## src/rtl/rotor_stage.sv

```systemverilog
// Enigma rotor stage: position/ring registers, stepping with notch carry, and
// registered forward/reverse substitution. Define ROTOR_DOUBLE_STEP_EN for middle-rotor double step.
module rotor_stage #(
    parameter int N = 26,
    parameter int W = 5,
    parameter logic [N*W-1:0] WIRING = {
        5'd8,  5'd11, 5'd3,  5'd19, 5'd14, 5'd1,  5'd22, 5'd7,  5'd0,
        5'd13, 5'd6,  5'd21, 5'd16, 5'd2,  5'd24, 5'd5,  5'd4,  5'd25,
        5'd18, 5'd15, 5'd10, 5'd9,  5'd23, 5'd12, 5'd20, 5'd17},
    parameter int NOTCH = 16
) (
    input  logic         clock,
    input  logic         reset,
    input  logic         set,
    input  logic [W-1:0] pos_load,
    input  logic [W-1:0] ring_load,
    input  logic         key_stb,
    input  logic         step_in,
    input  logic         in_valid,
    input  logic         dir,
    input  logic [W-1:0] in_idx,
    output logic         out_valid,
    output logic [W-1:0] out_idx,
    output logic         carry_out,
    output logic [W-1:0] pos,
    output logic         err
);
    localparam logic [W:0]   NW      = (W+1)'(N);
    localparam logic [W-1:0] NOTCH_W = W'(NOTCH);
    localparam logic [W-1:0] LAST_W  = W'(N - 1);

    logic [W-1:0] pos_q, pos_d;
    logic [W-1:0] ring_q, ring_d;
    logic [W-1:0] out_idx_q, out_idx_d;
    logic         out_valid_q, out_valid_d;
    logic         carry_q, carry_d;
    logic         err_q, err_d;

    logic         load_ok;
    logic         idx_ok;
    logic         step_fire;
    logic [W-1:0] off;
    logic [W-1:0] c_idx;
    logic [W-1:0] fwd_val;
    logic [W-1:0] rev_val;
    logic [W-1:0] sub_res;

    // Operands are both < N (or b == N), so one conditional subtract suffices.
    function automatic logic [W-1:0] add_mod(input logic [W:0] a, input logic [W:0] b);
        logic [W:0] s;
        s = a + b;
        return W'((s >= NW) ? s - NW : s);
    endfunction

`ifdef ROTOR_DOUBLE_STEP_EN
    assign step_fire = !set && (step_in || (key_stb && (pos_q == NOTCH_W)));
`else
    logic unused_key_stb;
    assign unused_key_stb = key_stb;
    assign step_fire      = !set && step_in;
`endif

    assign load_ok = ({1'b0, pos_load} < NW) && ({1'b0, ring_load} < NW);
    assign idx_ok  = {1'b0, in_idx} < NW;

    always_comb begin
        off     = add_mod({1'b0, pos_q}, NW - {1'b0, ring_q});
        c_idx   = add_mod({1'b0, in_idx}, {1'b0, off});
        fwd_val = '0;
        rev_val = '0;
        // Reverse lookup searches the wiring table, so INV never needs storing.
        for (int unsigned i = 0; i < N; i++) begin
            if (c_idx == W'(i))
                fwd_val = WIRING[i*W +: W];
            if (WIRING[i*W +: W] == c_idx)
                rev_val = W'(i);
        end
        sub_res = add_mod({1'b0, dir ? rev_val : fwd_val}, NW - {1'b0, off});
    end

    always_comb begin
        pos_d       = pos_q;
        ring_d      = ring_q;
        carry_d     = 1'b0;
        err_d       = 1'b0;
        out_valid_d = in_valid;
        out_idx_d   = out_idx_q;

        if (set) begin
            if (load_ok) begin
                pos_d  = pos_load;
                ring_d = ring_load;
            end else begin
                err_d = 1'b1;
            end
        end else if (step_fire) begin
            pos_d   = (pos_q == LAST_W) ? '0 : pos_q + 1'b1;
            carry_d = (pos_q == NOTCH_W);
        end

        if (in_valid) begin
            if (idx_ok) begin
                out_idx_d = sub_res;
            end else begin
                out_idx_d = '0;
                err_d     = 1'b1;
            end
        end
    end

    always_ff @(posedge clock or posedge reset) begin
        if (reset) begin
            pos_q       <= '0;
            ring_q      <= '0;
            out_idx_q   <= '0;
            out_valid_q <= 1'b0;
            carry_q     <= 1'b0;
            err_q       <= 1'b0;
        end else begin
            pos_q       <= pos_d;
            ring_q      <= ring_d;
            out_idx_q   <= out_idx_d;
            out_valid_q <= out_valid_d;
            carry_q     <= carry_d;
            err_q       <= err_d;
        end
    end

    assign pos       = pos_q;
    assign out_idx   = out_idx_q;
    assign out_valid = out_valid_q;
    assign carry_out = carry_q;
    assign err       = err_q;
endmodule

```

## config.mk

```make
export PLATFORM = sky130hd
export DESIGN_NAME = rotor_stage
export DESIGN_NICKNAME = d
export VERILOG_FILES = /design/src/rtl/rotor_stage.sv
export SDC_FILE = /design/constraint.sdc
export NUM_CORES = 1
export LEC_CHECK = 0
export ABC_CLOCK_PERIOD_IN_PS = 9000
export BUFFER_PORTS_ARGS = -buffer_cell sky130_fd_sc_hd__buf_2
export CORE_AREA = 8 8 79 67
export DETAILED_ROUTE_END_ITERATION = 10
export DIE_AREA = 0 0 87 75
export PLACE_DENSITY = 0.88
export SLEW_MARGIN = 20
export SYNTH_ARGS = -nofsm -noshare
export SYNTH_HDL_FRONTEND = slang
export SYNTH_SLANG_ARGS = --single-unit
```

## constraint.sdc

```tcl
create_clock -name clock -period 9 [get_ports clock]
set_input_delay 1.8 -clock clock [delete_from_list [all_inputs] [get_ports clock]]
set_output_delay 1.8 -clock clock [all_outputs]
set_load 0.02 [all_outputs]
```

==> results.py <==
metrics = {
    "outcome": {
        "status": "finished, final reports clean",
    },
    "clocking": {
        "cts_made_buffers": 3,
        "cts_resized": 0,
        "clk-insertion-delay-late_ps": 250,
        "clockRootBuffer": "clkbuf_8",
        "ctsHoldBuffers": 0,
        "cts_tree": "built",
        "clkSlewWorstSetupHoldPaths_ps": 70,
        "clockBufferDepth": 2,
        "cts_sinks": 18,
        "postCtsSetupBuffers": 0,
        "h-tree-depth": 1,
    },
    "critical_path": {
        "critical_path.max_stage_delay_ps": 750,
        "r2r_start": "pos[1]$_DFFE_PP0P_",
        "critPathLaunchType": "flop",
        "cp_slowest_cell": "fa_1",
        "required_ps": 9140,
        "critPathCapture": "out_idx[3]$_DFFE_PP0P_",
        "startpoint": "pos[1]$_DFFE_PP0P_",
        "cp.arrival_ps": 8040,
        "critPathKind": "flop to flop",
        "r2r_end": "out_idx[3]$_DFFE_PP0P_",
        "end_kind": "flop",
        "rr_worst_depth": 31,
        "reg2reg_setup_slack_ps": 1100,
        "crit_path_max_fanout": 12,
    },
    "floorplan": {
        "die_y_um": 75,
        "initial_core_util_pct": 56.1,
        "core_area_mm2": 0.00402,
        "ioPinCount": 35,
        "dieArea_mm2": 0.00653,
        "rows": 21,
        "die_w_um": 87,
    },
    "finish": {
        "diodes": 0,
        "stdcell_area_mm2": 0.00250,
        "final_core_util_pct": 62.3,
        "layout-drive-gt1-share_pct": 21.9,
        "regArea_um2": 450,
        "fillers": 326,
        "nNetsFinal": 338,
        "areaGrowthSynthToFinish_pct": 11.0,
        "multi_input_area_mm2": 0.00164,
    },
    "synthesis": {
        "yosysSeqAreaShare_pct": 20.0,
        "syn_inst": 255,
        "synth.area.top_cells": "dfrtp_1 (20%), ha_1 (16%), inv_1 (5.8%)",
        "synth_area_mm2": 0.00226,
        "synth.top_cell.area_share_pct": 20.0,
        "ys_types": 53,
        "synth_area_per_cell_um2": 8.85,
        "ys.flop_type": "dfrtp_1",
        "synth.most_common_cell": "inv_1",
        "synth_nets": 309,
        "ys_seq_elements": 18,
        "yosysWarnings": 0,
        "post-synth-top-area-cell": "dfrtp_1",
        "synth_edf_count": 0,
        "yosys-top-cells-count": "inv_1 (35), ha_1 (29), dfrtp_1 (18)",
        "synth-async-reset-ratio_pct": 100,
    },
    "place": {
        "gp_congestion": 0.879,
        "numPortBuffers": 32,
        "dp_hpwl_um": 3940,
        "place_area_mm2": 0.00245,
    },
    "global_routing": {
        "grt_max_degree": 19,
        "antenna_found_initial": 0,
        "gr-total-overflow": 0,
        "track_usage_pct": 15.8,
        "grt_pass1_wl_um": 8310,
        "grt_pass1_vias": 1845,
    },
    "timing": {
        "whs_ps": 516,
        "min_period_ps": 7900,
        "hold_viol": 0,
        "fin_skew_ps": 4.21,
        "finalCritPeriodShare_pct": 87.8,
        "setup_viol": 0,
        "finalMaxSlewViolations": 0,
        "fmax_mhz": 127,
        "relSlewSlack_pct": 49.2,
        "tns_ps": 0,
        "worstMarginPinSlew_ps": 762,
        "rsz0062_at_grt": "false",
    },
    "run": {
        "cap_viol_max_count": 0,
    },
    "drt": {
        "drcViolationCount": 0,
        "detail_route.iter0.violations": 90,
        "wire_per_inst_um": 14.6,
        "routed_wl_um": 4970,
        "firstDrtPassIters": 4,
        "vias_per_cell": 5.65,
        "via_count": 1920,
        "ant_nets": 0,
    },
    "min_path": {
        "min_from": "ring_q[0]$_DFFE_PP0P_",
        "hp-class": "flop to flop",
    },
}
critical path, delay by kind of cell (launching register included):
family	cells	cell delay, ps
muxes	1	460
and+or+nand+nor	3	310
DFF	1	400
AOI/OAI and AO/OA	12	2930
xor gates and xnor gates	4	700
adders and majority gates	7	2650
buffers and inverters	4	310
metrics by stage:
stage          worst slack [ps]  instances
2_1_floorplan              2060        255
3_5_place_dp               1170        336
3_3_place_gp               1340        336
4_1_cts                    1100        340
5_1_grt                     489        340
6_report                   1100        340
flip-flops by register name, indices dropped and copies added (netlist names):
name / flops
pos: 5
out_valid: 1
ring_q: 5
err: 1
carry_out: 1
out_idx: 5
layout make-up:
cell class	instances	share of cell area [%]
clock buffers	4	2.20
inverters	35	5.24
repair buffers	32	6.39
multi-input cells	194	65.3
flip-flops and latches	18	18.0
well taps	57	2.85
per-layer routing:
layer	track usage, %	up-vias	wire [µm]
met2	27.5	28	2550
met3	2.84	12	159
met5	0	-	0
li1	-	961	-
met4	5.14	0	117
met1	19.3	919	2140
kinds of logic (layout without fill, tap and decap cells):
family | count (synthesis) | count (layout) | synth area share (%)
AO/OA/AOI/OAI | 74 | 74 | 23.5
AND/OR/NAND/NOR | 53 | 53 | 11.6
buffers and inverters | 43 | 71 | 7.49
adder cells (fa/ha/maj) | 33 | 33 | 19.2
XOR/XNOR | 21 | 21 | 10.9
flip-flops | 18 | 18 | 20.0
multiplexers | 13 | 13 | 7.27
cells in the final DEF (no fill, tap or decap), types with 6 or more instances in the layout:
master / n
ha_1: 29
buf_2: 32
o21ai_0: 12
mux2_2: 7
nand2_1: 12
inv_1: 35
a21oi_1: 15
xnor2_1: 12
nor3_1: 7
nand3_1: 6
dfrtp_1: 18
nor2_1: 13
o211ai_1: 7
a21o_1: 6
how the worst min path moves through the flow:
stage                                  endpoint  slack, ps  cells past startpoint
after global routing      ring_q[1]$_DFFE_PP0P_        530                      1
after CTS                 ring_q[1]$_DFFE_PP0P_        520                      1
after detailed placement  ring_q[1]$_DFFE_PP0P_        510                      1
after floorplan           ring_q[2]$_DFFE_PP0P_        480                      1
after global placement    ring_q[2]$_DFFE_PP0P_        490                      1
final                     ring_q[0]$_DFFE_PP0P_        520                      1
Power is not shown: default switching activity piles up to over one toggle a cycle in this logic, so the estimate is an artifact.
